<file path="src/rtl/mips_mc_control_pkg.sv">
//------------------------------------------------------------------------------
// mips_pkg : shared states, opcodes and mux encodings for the MIPS32 control path
// Rev 1.0
//------------------------------------------------------------------------------
`default_nettype none

package mips_pkg;

  typedef enum logic [3:0] {
    ST_FETCH    = 4'd0,
    ST_DECODE   = 4'd1,
    ST_MEMADDR  = 4'd2,
    ST_MEMREAD  = 4'd3,
    ST_MEMWB    = 4'd4,
    ST_MEMWRITE = 4'd5,
    ST_EXEC     = 4'd6,
    ST_RWB      = 4'd7,
    ST_BRANCH   = 4'd8,
    ST_JUMP     = 4'd9,
    ST_ADDIEX   = 4'd10,
    ST_ADDIWB   = 4'd11,
    ST_TRAP     = 4'd12
  } state_e;

  localparam logic [5:0] OP_RTYPE = 6'h00;
  localparam logic [5:0] OP_LW    = 6'h23;
  localparam logic [5:0] OP_SW    = 6'h2B;
  localparam logic [5:0] OP_BEQ   = 6'h04;
  localparam logic [5:0] OP_ADDI  = 6'h08;
  localparam logic [5:0] OP_J     = 6'h02;

  localparam logic [1:0] SRCB_DATA2   = 2'd0;
  localparam logic [1:0] SRCB_FOUR    = 2'd1;
  localparam logic [1:0] SRCB_IMM     = 2'd2;
  localparam logic [1:0] SRCB_IMM_SL2 = 2'd3;

  localparam logic [1:0] PCSRC_ALU    = 2'd0;
  localparam logic [1:0] PCSRC_ALUOUT = 2'd1;
  localparam logic [1:0] PCSRC_JUMP   = 2'd2;

  localparam logic [1:0] ALUOP_ADD   = 2'd0;
  localparam logic [1:0] ALUOP_SUB   = 2'd1;
  localparam logic [1:0] ALUOP_FUNCT = 2'd2;

  localparam logic [1:0] TRAP_NONE    = 2'd0;
  localparam logic [1:0] TRAP_ILLEGAL = 2'd1;
  localparam logic [1:0] TRAP_TIMEOUT = 2'd2;

endpackage

`default_nettype wire

</file>
<file path="src/rtl/mips_mc_control_if.sv">
//------------------------------------------------------------------------------
// mips_mc_control_if : request/ready handshake to the shared instruction/data memory
// Rev 1.0
//------------------------------------------------------------------------------
`default_nettype none

interface mips_mc_control_if;
  logic mem_req;
  logic mem_we;
  logic mem_ready;

  modport master (output mem_req, output mem_we, input mem_ready);
  modport slave  (input mem_req, input mem_we, output mem_ready);
endinterface

`default_nettype wire

</file>
<file path="src/rtl/mips_mc_control_timer.sv">
//------------------------------------------------------------------------------
// mem_handshake_timer : counts unanswered memory-request cycles, flags a timeout
// Rev 1.0
//------------------------------------------------------------------------------
`default_nettype none

module mem_handshake_timer #(
  parameter int MEM_TIMEOUT = 16
) (
  input  logic clk,
  input  logic rst_n,
  input  logic req,
  input  logic ready,
  input  logic clear,
  output logic timeout
);
  localparam int CW = $clog2(MEM_TIMEOUT + 1);

  logic [CW-1:0] cnt_q, cnt_d;
  logic          waiting;

  assign waiting = req && !ready;
  // Fires on the MEM_TIMEOUT-th consecutive wait cycle.
  assign timeout = waiting && (cnt_q == CW'(MEM_TIMEOUT - 1));

  always_comb begin
    cnt_d = cnt_q;
    if (clear) begin
      cnt_d = '0;
    end else if (waiting) begin
      cnt_d = cnt_q + CW'(1);
    end
  end

  always_ff @(posedge clk or negedge rst_n) begin
    if (!rst_n) begin
      cnt_q <= '0;
    end else begin
      cnt_q <= cnt_d;
    end
  end
endmodule

`default_nettype wire

</file>
<file path="src/rtl/mips_mc_control.sv">
//------------------------------------------------------------------------------
// mips_mc_control : multi-cycle MIPS32 control sequencer with retire counter and traps
// Rev 1.0
//------------------------------------------------------------------------------
`default_nettype none

module mips_mc_control
  import mips_pkg::*;
#(
  parameter int MEM_TIMEOUT = 16,
  parameter int CNT_W       = 32
) (
  input  logic              clk,
  input  logic              rst_n,
  input  logic              run,
  input  logic [31:0]       instr,
  input  logic              zero,
  mips_mc_control_if.master mem,
  output logic              iord,
  output logic              ir_we,
  output logic              pc_we,
  output logic [1:0]        pc_src,
  output logic              reg_write,
  output logic              reg_dst,
  output logic              mem_to_reg,
  output logic              alu_src_a,
  output logic [1:0]        alu_src_b,
  output logic [1:0]        alu_op,
  output logic [3:0]        state,
  output logic              trap,
  output logic [1:0]        trap_cause,
  output logic [CNT_W-1:0]  retired
);
  state_e           state_q, state_d;
  logic [1:0]       trap_cause_q, trap_cause_d;
  logic [CNT_W-1:0] retired_q, retired_d;
  logic             fetch_busy_q, fetch_busy_d;
  logic             req, we, iord_c, handshake, timeout, clear, retire;
  logic             ir_we_c, pc_we_c, reg_write_c, reg_dst_c, mem_to_reg_c, alu_src_a_c;
  logic [1:0]       pc_src_c, alu_src_b_c, alu_op_c;
  logic [5:0]       opcode;
  logic [25:0]      unused_instr;

  assign opcode       = instr[31:26];
  assign unused_instr = instr[25:0];

  // An issued fetch keeps requesting even if run drops before mem_ready.
  always_comb begin
    req    = 1'b0;
    we     = 1'b0;
    iord_c = 1'b0;
    case (state_q)
      ST_FETCH:    req = run || fetch_busy_q;
      ST_MEMREAD:  begin req = 1'b1; iord_c = 1'b1; end
      ST_MEMWRITE: begin req = 1'b1; iord_c = 1'b1; we = 1'b1; end
      default:     ;
    endcase
  end

  assign handshake    = req && mem.mem_ready;
  assign fetch_busy_d = (state_q == ST_FETCH) && req && !mem.mem_ready;

  always_comb begin
    state_d      = state_q;
    trap_cause_d = trap_cause_q;
    retire       = 1'b0;
    ir_we_c      = 1'b0;
    pc_we_c      = 1'b0;
    pc_src_c     = PCSRC_ALU;
    reg_write_c  = 1'b0;
    reg_dst_c    = 1'b0;
    mem_to_reg_c = 1'b0;
    alu_src_a_c  = 1'b0;
    alu_src_b_c  = SRCB_DATA2;
    alu_op_c     = ALUOP_ADD;
    case (state_q)
      ST_FETCH: begin
        alu_src_b_c = SRCB_FOUR;
        if (handshake) begin
          ir_we_c = 1'b1;
          pc_we_c = 1'b1;
          state_d = ST_DECODE;
        end
      end
      ST_DECODE: begin
        alu_src_b_c = SRCB_IMM_SL2;
        case (opcode)
          OP_LW, OP_SW: state_d = ST_MEMADDR;
          OP_RTYPE:     state_d = ST_EXEC;
          OP_BEQ:       state_d = ST_BRANCH;
          OP_J:         state_d = ST_JUMP;
          OP_ADDI:      state_d = ST_ADDIEX;
          default: begin
            state_d      = ST_TRAP;
            trap_cause_d = TRAP_ILLEGAL;
          end
        endcase
      end
      ST_MEMADDR, ST_ADDIEX: begin
        alu_src_a_c = 1'b1;
        alu_src_b_c = SRCB_IMM;
        if (state_q == ST_ADDIEX) state_d = ST_ADDIWB;
        else state_d = (opcode == OP_SW) ? ST_MEMWRITE : ST_MEMREAD;
      end
      ST_MEMREAD: if (handshake) state_d = ST_MEMWB;
      ST_MEMWRITE: begin
        if (handshake) begin
          state_d = ST_FETCH;
          retire  = 1'b1;
        end
      end
      ST_MEMWB: begin
        reg_write_c  = 1'b1;
        mem_to_reg_c = 1'b1;
        retire       = 1'b1;
        state_d      = ST_FETCH;
      end
      ST_EXEC: begin
        alu_src_a_c = 1'b1;
        alu_op_c    = ALUOP_FUNCT;
        state_d     = ST_RWB;
      end
      ST_RWB: begin
        reg_write_c = 1'b1;
        reg_dst_c   = 1'b1;
        retire      = 1'b1;
        state_d     = ST_FETCH;
      end
      ST_ADDIWB: begin
        reg_write_c = 1'b1;
        retire      = 1'b1;
        state_d     = ST_FETCH;
      end
      ST_BRANCH: begin
        alu_src_a_c = 1'b1;
        alu_op_c    = ALUOP_SUB;
        pc_we_c     = zero;
        pc_src_c    = PCSRC_ALUOUT;
        retire      = 1'b1;
        state_d     = ST_FETCH;
      end
      ST_JUMP: begin
        pc_we_c  = 1'b1;
        pc_src_c = PCSRC_JUMP;
        retire   = 1'b1;
        state_d  = ST_FETCH;
      end
      default: ;
    endcase
    if (timeout) begin
      state_d      = ST_TRAP;
      trap_cause_d = TRAP_TIMEOUT;
    end
    retired_d = retire ? retired_q + CNT_W'(1) : retired_q;
  end

  // Every state change restarts the wait count for the state being entered.
  assign clear = (state_d != state_q);

  mem_handshake_timer #(
    .MEM_TIMEOUT(MEM_TIMEOUT)
  ) u_timer (
    .clk    (clk),
    .rst_n  (rst_n),
    .req    (req),
    .ready  (mem.mem_ready),
    .clear  (clear),
    .timeout(timeout)
  );

  always_ff @(posedge clk or negedge rst_n) begin
    if (!rst_n) begin
      state_q      <= ST_FETCH;
      trap_cause_q <= TRAP_NONE;
      retired_q    <= '0;
      fetch_busy_q <= 1'b0;
    end else begin
      state_q      <= state_d;
      trap_cause_q <= trap_cause_d;
      retired_q    <= retired_d;
      fetch_busy_q <= fetch_busy_d;
    end
  end

  // Gating with rst_n keeps every strobe low for the whole reset window.
  assign mem.mem_req = rst_n && req;
  assign mem.mem_we  = rst_n && we;
  assign iord        = rst_n && iord_c;
  assign ir_we       = rst_n && ir_we_c;
  assign pc_we       = rst_n && pc_we_c;
  assign pc_src      = rst_n ? pc_src_c : 2'd0;
  assign reg_write   = rst_n && reg_write_c;
  assign reg_dst     = rst_n && reg_dst_c;
  assign mem_to_reg  = rst_n && mem_to_reg_c;
  assign alu_src_a   = rst_n && alu_src_a_c;
  assign alu_src_b   = rst_n ? alu_src_b_c : 2'd0;
  assign alu_op      = rst_n ? alu_op_c : 2'd0;
  assign state       = state_q;
  assign trap        = (state_q == ST_TRAP);
  assign trap_cause  = trap_cause_q;
  assign retired     = retired_q;
endmodule

`default_nettype wire

</file>
<file path="src/flat_wrapper.sv">
// flat-port wrapper written by rule: the top's interface ports become plain ports
module mips_mc_control_flat import mips_pkg::*;
#(
  parameter int MEM_TIMEOUT = 16,
  parameter int CNT_W       = 32
)
  (clk, rst_n, run, instr, zero, iord, ir_we, pc_we, pc_src, reg_write, reg_dst, mem_to_reg, alu_src_a, alu_src_b, alu_op, state, trap, trap_cause, retired, mem_mem_req, mem_mem_we, mem_mem_ready);
  mips_mc_control_if mem_i ();
  input  logic clk;
  input  logic rst_n;
  input  logic run;
  input  logic [31:0] instr;
  input  logic zero;
  output logic iord;
  output logic ir_we;
  output logic pc_we;
  output logic [1:0] pc_src;
  output logic reg_write;
  output logic reg_dst;
  output logic mem_to_reg;
  output logic alu_src_a;
  output logic [1:0] alu_src_b;
  output logic [1:0] alu_op;
  output logic [3:0] state;
  output logic trap;
  output logic [1:0] trap_cause;
  output logic [CNT_W-1:0] retired;
  output wire logic [$bits(mem_i.mem_req)-1:0] mem_mem_req;
  output wire logic [$bits(mem_i.mem_we)-1:0] mem_mem_we;
  input wire logic [$bits(mem_i.mem_ready)-1:0] mem_mem_ready;
  assign mem_mem_req = mem_i.mem_req;
  assign mem_mem_we = mem_i.mem_we;
  assign mem_i.mem_ready = mem_mem_ready;
  mips_mc_control #(.MEM_TIMEOUT(MEM_TIMEOUT), .CNT_W(CNT_W)) u_core (.clk(clk), .rst_n(rst_n), .run(run), .instr(instr), .zero(zero), .mem(mem_i), .iord(iord), .ir_we(ir_we), .pc_we(pc_we), .pc_src(pc_src), .reg_write(reg_write), .reg_dst(reg_dst), .mem_to_reg(mem_to_reg), .alu_src_a(alu_src_a), .alu_src_b(alu_src_b), .alu_op(alu_op), .state(state), .trap(trap), .trap_cause(trap_cause), .retired(retired));
endmodule
</file>
<file path="config.mk">
export PLATFORM = sky130hd
export DESIGN_NAME = mips_mc_control_flat
export DESIGN_NICKNAME = d
export VERILOG_FILES = /design/src/rtl/mips_mc_control_pkg.sv /design/src/rtl/mips_mc_control_if.sv /design/src/rtl/mips_mc_control_timer.sv /design/src/rtl/mips_mc_control.sv /design/src/flat_wrapper.sv
export SDC_FILE = /design/constraint.sdc
export NUM_CORES = 1
export LEC_CHECK = 0
export ABC_AREA = 0
export CORE_ASPECT_RATIO = 1.5
export CORE_MARGIN = 5
export CORE_UTILIZATION = 49
export CTS_CLUSTER_SIZE = 8
export DETAILED_ROUTE_END_ITERATION = 8
export PLACE_DENSITY = 0.84
export SLEW_MARGIN = 25
export SYNTH_ARGS = -nofsm -noshare
export SYNTH_HDL_FRONTEND = slang
export SYNTH_SLANG_ARGS = --single-unit
</file>
<file path="constraint.sdc">
create_clock -name clk -period 3 [get_ports clk]
set_clock_uncertainty 0.15 [all_clocks]
set_input_delay 0.3 -clock clk [delete_from_list [all_inputs] [get_ports clk]]
set_output_delay 0.3 -clock clk [all_outputs]
set_load 0.02 [all_outputs]
</file>
==> metrics.cfg, run 1 <==
[outcome]
outcome = finished, final reports clean

[final_layout]
layout.nets = 374
utilization_pct = 66.23
diodes = 0
fin_cells = 402
area_growth_pct = 30.63
drive_gt1_share_pct = 9.880
design_area_mm2 = 0.003421

[clock_tree]
cts_buffer_depth = 2
cts_tree = done
clk_latency_ns = 0.29
cts_buffers = 5
post_cts_resized = 0
clkSlewWorstSetupHoldPaths_ns = 0.08
cts-root-buf = clkbuf_8
htree_levels = 2
cts.sinks = 44

[yosys]
async_flop_share_pct = 100.0
synth_top_family_by_area = simple AND/OR/NAND/NOR gates
synth_compound_gate_area_share_pct = 9.699
ys_top_cells_by_area = dfrtp_1 (42%), xnor2_1 (7.7%), xor2_1 (4.0%)
yosys.area.top_type_share_pct = 42.04
synth_fa_ha_area_share_pct = 1.433
yosysUniqueCellTypes = 52
synthMuxAreaShare_pct = 0.8122
yosysMostFrequentCell = dfrtp_1
synth_fp_nets = 305
synthCells = 265
synth_warnings = 0
synth-xor-area-share_pct = 11.71
ys_seq_area_share_pct = 42.04
avgSynthCellArea_um2 = 9.882
ys_ff_latch = 44
synthTopCellsByCount = dfrtp_1 (44), nand2_1 (26), xnor2_1 (23), nand3_1 (19)
yosys.area_share.simple_pct = 31.20
synthFlopType = dfrtp_1
synth_area_mm2 = 0.002619
synth_edf_count = 0
synth_top_cell_by_area = dfrtp_1

[placed_design]
place_inst = 394
port_buffers = 64
gp_routability_congestion = 0.8548
dpl.hpwl_um = 4640
placed_area_mm2 = 0.003333
place_ws_ns = 0.3798

[routing]
viasPerCell = 5.512
vias = 2216
drc = 0
drtAntennaViolNets = 0
drtPass1Iterations = 4
drtIter0Drc = 113
wl_per_cell_um = 15.08
wirelength_um = 6061

[sta]
finalHoldViolCount = 0
whs_ns = 0.2147
fin_tns_setup_ns = 0
fin_crit_ns = 2.732
worst_slew_pin_slew_ns = 0.5259
finalCritPeriodShare_pct = 91.06
relSlewSlack_pct = 64.67
setup_ws_ns = 0.2682
fmax_mhz = 366.1
rsz0062_at_grt = false
finalSetupViolCount = 0
slew_viol_final = 0

[global_routing]
grt_pass1_vias = 2296
gr-usage-met2_pct = 34.41
grt_overflow = 0
grtUsageTotal_pct = 18.62
grtUsageMet3_pct = 3.741
antenna_found_initial = 0
globalRouteMet1Util_pct = 21.17
grt_max_degree = 25
top_usage_layer = met2
grt_pass1_wl_um = 10600

[die]
fp-row-count = 32
initial_core_util_pct = 50.70
io_pins = 91
die_area_mm2 = 0.006937
die_y_um = 99.54
die_w_um = 69.69
core_mm2 = 0.005165

[run]
maxCapViolCount = 0

[setup_path]
worstRegToRegCells = 6
start_kind = flip-flop
regToRegEndpoint = u_core.retired[11]
worstSetupPathType = flip-flop to output port
r2r_slack_ns = 0.63
timing.rr.start = u_core.state[0]
crit_required_ns = 2.55
arrival_ns = 2.28
cp-end-kind = output port
cp_max_fo = 17

[power_and_ir_drop]
power.leakage_nw = 1.417
p_total_mw = 2.284
peakVddDrop_v = 0.0006650
power.density_mw_per_mm2 = 667.6

[min_path]
worstHoldPathType = input port to async pin

routing by layer:
layer,wire length (µm),vias to the layer above
met2,3169,65
li1,-,1084
met1,2443,1056
met3,325,11
met5,0,-
met4,122,0
where the power goes:
part | internal, mW | leakage [nW] | switching [mW]
clock | 0.158 | 0.0410 | 0.185
combinational | 0.493 | 0.780 | 0.659
sequential | 0.672 | 0.596 | 0.116
cell type report:
type                       instances  area [µm²]
fill                             419        1744
multi-input combinational        206        1436
sequential                        44        1101
timing repair buffer              73       705.7
tap                               68       85.08
clock buffer                       6       72.57
inverter                           4       15.01
clock inverter                     1       5.005
registers in the layout (all words and copies together) (netlist names):
register and count:
u_core.trap_cause 2, u_core.state 4, u_core.retired 32, u_core.fetch_busy_q 1
u_core.u_timer.cnt_q 5
cell usage in the layout (no fill, tap or decap), types with 3 or more instances in the layout:
| cell | n |
|---|---|
| inv_1 | 4 |
| nand3_1 | 19 |
| buf_4 | 8 |
| nor2_1 | 18 |
| nor4b_1 | 3 |
| clkdlybuf4s50_1 | 63 |
| or3_1 | 3 |
| nor3b_1 | 4 |
| nand2b_1 | 4 |
| nand4_1 | 8 |
| and2_1 | 3 |
| nor3_1 | 18 |
| and4_1 | 4 |
| a21oi_1 | 8 |
| and3_1 | 10 |
| o21ai_0 | 4 |
| xor2_1 | 12 |
| dfrtp_1 | 44 |
| xnor2_1 | 23 |
| ha_1 | 3 |
| nand2_1 | 26 |
| clkbuf_8 | 5 |
repair_timing:
action | CTS | global route
endpoints found under the hold margin | 44 | 0
buffers inserted | 0 | 0
hold buffers | 1 | 0
cell families (layout without fill, tap and decap cells):
group                      Yosys count  count (layout)
AOI/OAI and AO/OA                   28              28
xor gates and xnor gates            35              35
adders and majority gates            3               3
buffers and inverters               15              84
DFF                                 44              44
muxes                                2               2
and+or+nand+nor                    138             138
worst max-delay path, stage by stage (launching register included):
cell and delay [ns]:
dfrtp_1 0.52, buf_4 0.28, nand2b_4 0.11, a2111oi_0 0.40, clkdlybuf4s50_1 0.68
how the worst max path moves through the flow:
stage / start / to / slack (ns) / cells after the start
final: u_core.state[0] / mem_mem_req / 0.27 / 4
after global routing: u_core.state[0] / mem_mem_req / 0.04 / 4
after CTS: rst_n / ir_we / 0.27 / 6
after detailed placement: run / mem_mem_req / 0.38 / 5
after global placement: run / mem_mem_req / 0.33 / 5
after floorplan: u_core.state[1] / mem_mem_req / 0.39 / 3
(Power assumes the default switching activity.)
==> run 2: changes to the inputs <==
Settings changed: CELL_PAD_IN_SITES_DETAIL_PLACEMENT set to 2, CELL_PAD_IN_SITES_GLOBAL_PLACEMENT set to 2, CORE_UTILIZATION 49 to 40, DONT_BUFFER_PORTS set to 1, PLACE_DENSITY 0.84 to 0.81, RECOVER_POWER set to 50.
==> metrics.cfg, run 2 (synthesized netlist as in run 1, its figures left out) <==
[outcome]
outcome = finished with violations
failed_checks = max-capacitance violations, max-slew violations

[global_routing]
grt_max_degree = 45  ; +80%
antenna_found_initial = 0  ; unchanged
grtUsageTotal_pct = 18.26  ; -0.36 points
grt_pass1_vias = 2352  ; +2.4%
grt_overflow = 0  ; unchanged
grt_pass1_wl_um = 12240  ; +15%

[die]
initial_core_util_pct = 40.66  ; -10 points
die_w_um = 76.07  ; +9.1%
die_y_um = 109.1  ; +9.6%
core_mm2 = 0.006441  ; +25%
io_pins = 91  ; unchanged
die_area_mm2 = 0.008299  ; +20%
fp-row-count = 36  ; +13%

[clock_tree]
cts_buffer_depth = 2  ; unchanged
cts.repair_timing.setup_buffer_count = 0  ; unchanged
cts_tree = done
clk_latency_ns = 0.31  ; +0.02 ns
clkSlewWorstSetupHoldPaths_ns = 0.09  ; about the same
cts_buffers = 5  ; unchanged
htree_levels = 2  ; unchanged
post_cts_resized = 0  ; unchanged
cts.sinks = 44  ; unchanged
cts-root-buf = clkbuf_8

[power_and_ir_drop]
power.leakage_nw = 1.231  ; -13%
power.density_mw_per_mm2 = 784.4  ; +17%
peakVddDrop_v = 0.0005674  ; -15%

[setup_path]
arrival_ns = 2.23  ; -0.05 ns
cp_max_fo = 15  ; -2
cp-end-kind = output port
start_kind = flip-flop
worstSetupPathType = flip-flop to output port
crit_required_ns = 2.55  ; about the same

[sta]
finalSetupViolCount = 0  ; unchanged
fin_crit_ns = 2.678  ; -0.05369 ns
relSlewSlack_pct = -30.62  ; -95 points
setup_ws_ns = 0.3219  ; +0.05369 ns
worst_slew_pin_slew_ns = 1.956  ; +1.430 ns
finalHoldViolCount = 0  ; unchanged
rsz0062_at_grt = false
fmax_mhz = 373.4  ; +2.0%
fin_tns_setup_ns = 0  ; unchanged
finalCritPeriodShare_pct = 89.27  ; -1.8 points
slew_viol_final = 45  ; +45

[routing]
vias = 2078  ; -6.2%
drtAntennaViolNets = 0  ; unchanged
drtPass1Iterations = 4  ; unchanged
wl_per_cell_um = 20.27  ; +34%
drtIter0Drc = 43  ; -62%
wirelength_um = 7116  ; +17%
drc = 0  ; unchanged
viasPerCell = 5.920  ; +7.4%

[final_layout]
drive_gt1_share_pct = 12.73  ; +2.8 points
largest_reg_flops = 32  ; unchanged
area_growth_pct = 9.365
final_common_cell = dfrtp_1
layout_common_cells = dfrtp_1 (44), nand2_1 (26), xnor2_1 (23)
layout.nets = 314  ; -16%
utilization_pct = 44.46  ; -22 points
fin_cells = 351  ; -13%
diodes = 0  ; unchanged

[placed_design]
gp_routability_congestion = 0.7926  ; -7.3%
dpl.hpwl_um = 5354  ; +15%
port_buffers = 0  ; -100%
place_inst = 340  ; -14%
place_ws_ns = 0.5443  ; +0.1645 ns

[min_path]
worstHoldPathType = input port to flip-flop

[run]
maxCapViolCount = 1  ; +1

## run 2: worst paths after layout
path,startpoint,endpoint,slack [ns],cells after the start
min in group asynchronous,rst_n,u_core.retired[12],0.95,2
hold reg to reg,u_core.u_timer.cnt_q[3],u_core.u_timer.cnt_q[3],0.42,2
hold / removal,instr[27],u_core.state[0],0.11,2
max in group asynchronous,rst_n,u_core.retired[16],0.61,2
setup / recovery,u_core.state[3],reg_write,0.32,4
setup reg to reg,u_core.state[0],u_core.u_timer.cnt_q[4],0.58,5
## run 2: critical path, cell delays in order, from the launching register on
cell and delay [ns]:
dfrtp_1 0.81, inv_1 0.28, nor2_1 0.34, nand2_1 0.10, a21oi_1 0.39
## run 2: area by class of cell
class	instances	area, µm²
clock buffer	6	72.57
fill	703	3577
clock inverter	2	35.03
sequential	44	1101
timing repair buffer	13	107.6
inverter	4	15.01
multi-input combinational	206	1438
tap	76	95.09
## run 2: routing by layer
| metal | share of wire (%) | GRT usage [%] |
|---|---|---|
| met1 | 38 | 18.96 |
| met2 | 56 | 35.23 |
| met3 | 5.1 | 5.289 |
| met4 | 1.2 | 5.250 |
| met5 | 0 | 0 |
## run 2: what timing repair did
action / 4_1_cts / 5_1_grt
endpoints found under the hold margin: 45 / 0
hold buffers: 3 / 0
setup endpoints to repair: 0 / 0
## run 2: power by group
part / total, mW / switching, mW / internal (mW)
Sequential: 0.914 / 0.246 / 0.668
Clock: 0.450 / 0.203 / 0.247
Combinational: 0.882 / 0.539 / 0.343
## run 2: per-stage QoR
step                hold WS (ns)  instance area (µm²)  power, mW
finish                    0.1091                 2864      2.247
CTS                       0.1023                 2879      2.286
floorplan                -0.1456                 2619      1.569
global route              0.1088                 2864      2.407
detailed placement       -0.1442                 2724      1.797
global placement         -0.1445                 2724      1.756
==> run 3: changes to the inputs <==
Settings changed: CELL_PAD_IN_SITES_DETAIL_PLACEMENT 2 to 0.
==> metrics.cfg, run 3 (synthesized netlist as in run 1, its figures left out) <==
[placed_design]
gp_routability_congestion = 0.7926  ; unchanged
dpl.hpwl_um = 4428  ; -17%
place_inst = 340  ; unchanged
port_buffers = 0  ; unchanged

[global_routing]
grt_pass1_vias = 2086  ; -11%
grtUsageTotal_pct = 15.23  ; -3.0 points
grt_pass1_wl_um = 10410  ; -15%
grt_overflow = 0  ; unchanged
antenna_found_initial = 0  ; unchanged
grt_max_degree = 45  ; unchanged

[sta]
finalHoldViolCount = 0  ; unchanged
fmax_mhz = 373.8  ; +0.10%
rsz0062_at_grt = false
slew_viol_final = 45  ; unchanged
finalCritPeriodShare_pct = 89.18  ; -0.094 points
fin_tns_setup_ns = 0  ; unchanged
whs_ns = 0.1281  ; +0.01902 ns
fin_crit_ns = 2.675  ; -0.002806 ns
worst_slew_pin_slew_ns = 1.937  ; -0.01932 ns
finalSetupViolCount = 0  ; unchanged
relSlewSlack_pct = -29.33  ; +1.3 points

[power_and_ir_drop]
peakVddDrop_v = 0.0005785  ; +2.0%
power.density_mw_per_mm2 = 770.6  ; -1.8%
power.leakage_nw = 1.230  ; about the same

[routing]
drtAntennaViolNets = 0  ; unchanged
wl_per_cell_um = 16.95  ; -16%
drtPass1Iterations = 4  ; unchanged
viasPerCell = 5.638  ; -4.8%
drtIter0Drc = 80  ; +86%
vias = 1979  ; -4.8%
drc = 0  ; unchanged
wirelength_um = 5951  ; -16%

[clock_tree]
cts_buffer_depth = 2  ; unchanged
holdBufCountCts = 3  ; unchanged
post_cts_resized = 0  ; unchanged
clkSlewWorstSetupHoldPaths_ns = 0.08  ; about the same
cts_buffers = 5  ; unchanged
cts_tree = done
htree_levels = 2  ; unchanged
cts.repair_timing.setup_buffer_count = 0  ; unchanged
cts-root-buf = clkbuf_8
cts.sinks = 44  ; unchanged
clk_latency_ns = 0.29  ; -0.02 ns

[final_layout]
area_growth_pct = 9.508
fin_cells = 351  ; unchanged
n_fill_cell = 632  ; -10%
multi_input_area_mm2 = 0.001438  ; unchanged
utilization_pct = 44.52  ; +0.058 points
layout.nets = 314  ; unchanged
seqCellArea_mm2 = 0.001101  ; unchanged
layout_common_cells = dfrtp_1 (44), nand2_1 (26), xnor2_1 (23)
diodes = 0  ; unchanged
largest_reg_flops = 32  ; unchanged
final_common_cell = dfrtp_1
drive_gt1_share_pct = 13.09  ; +0.36 points

[die]
die_w_um = 76.07  ; unchanged
core_mm2 = 0.006441  ; unchanged
fp-row-count = 36  ; unchanged
io_pins = 91  ; unchanged
die_y_um = 109.1  ; unchanged
initial_core_util_pct = 40.66  ; unchanged
die_area_mm2 = 0.008299  ; unchanged

[run]
maxCapViolCount = 1  ; unchanged

[setup_path]
slowest_delay_ns = 0.82  ; about the same
start_kind = flip-flop
cp_slowest_cell = dfrtp_1
cp_max_fo = 15  ; unchanged
cp-end-kind = output port
crit_required_ns = 2.55  ; about the same
worstSetupPathType = flip-flop to output port
path_cells = inv_1 > or3_1 > a21oi_1
arrival_ns = 2.23  ; about the same

[min_path]
worstHoldPathType = input port to flip-flop

[outcome]
failed_checks = max-capacitance violations, max-slew violations
outcome = finished with violations

-- run 3: cell types whose count changed in the layout (fill, tap and decap cells not counted), sizes merged --
cell      change
clkbuf        -1
clkinvlp      +1
-- run 3: final timing paths --
path                                               from  depth (start not counted)  slack, ns                       to
worst max-delay path                    u_core.state[3]                          3       0.32                    pc_we
worst min-delay path                          instr[27]                          2       0.13          u_core.state[0]
worst max register to register          u_core.state[3]                          5       0.59  u_core.u_timer.cnt_q[4]
worst min register to register  u_core.u_timer.cnt_q[3]                          2       0.42  u_core.u_timer.cnt_q[3]
max in group asynchronous                         rst_n                          2       0.61  u_core.u_timer.cnt_q[3]
min in group asynchronous                         rst_n                          2       0.96     u_core.trap_cause[0]
-- run 3: where the power goes --
part           internal [mW]  switching [mW]
clock network          0.246           0.200
logic                  0.339           0.517
registers              0.668           0.239
-- run 3: critical path, delay by kind of cell, from the launching register on --
kind	cells	cell delay, ns
flops	1	0.82
buf+inv	1	0.28
simple gates	1	0.42
compound gates	1	0.41
-- run 3: routing by layer --
layer  part of all wire (%)  GRT usage, %
met5                      0             0
met4                    1.3         4.625
met3                    6.6         4.628
met2                     52         27.27
met1                     40         17.36
-- run 3: area by class of cell --
cell class                      count  area share [%]
Clock inverter                      3           1.483
Tap cell                           76           3.316
Clock buffer                        5           2.400
Timing Repair Buffer               13           3.752
Sequential cell                    44           38.39
Inverter                            4          0.5236
Multi-Input combinational cell    206           50.13
-- run 3: per-stage QoR --
step                area [µm²]  worst slack (ns)  power (mW)
global route              2868            0.1285       2.369
detailed placement        2724            0.5962       1.763
CTS                       2883            0.3098       2.234
floorplan                 2619            0.3917       1.569
finish                    2868            0.3247       2.210
global placement          2724            0.6323       1.756
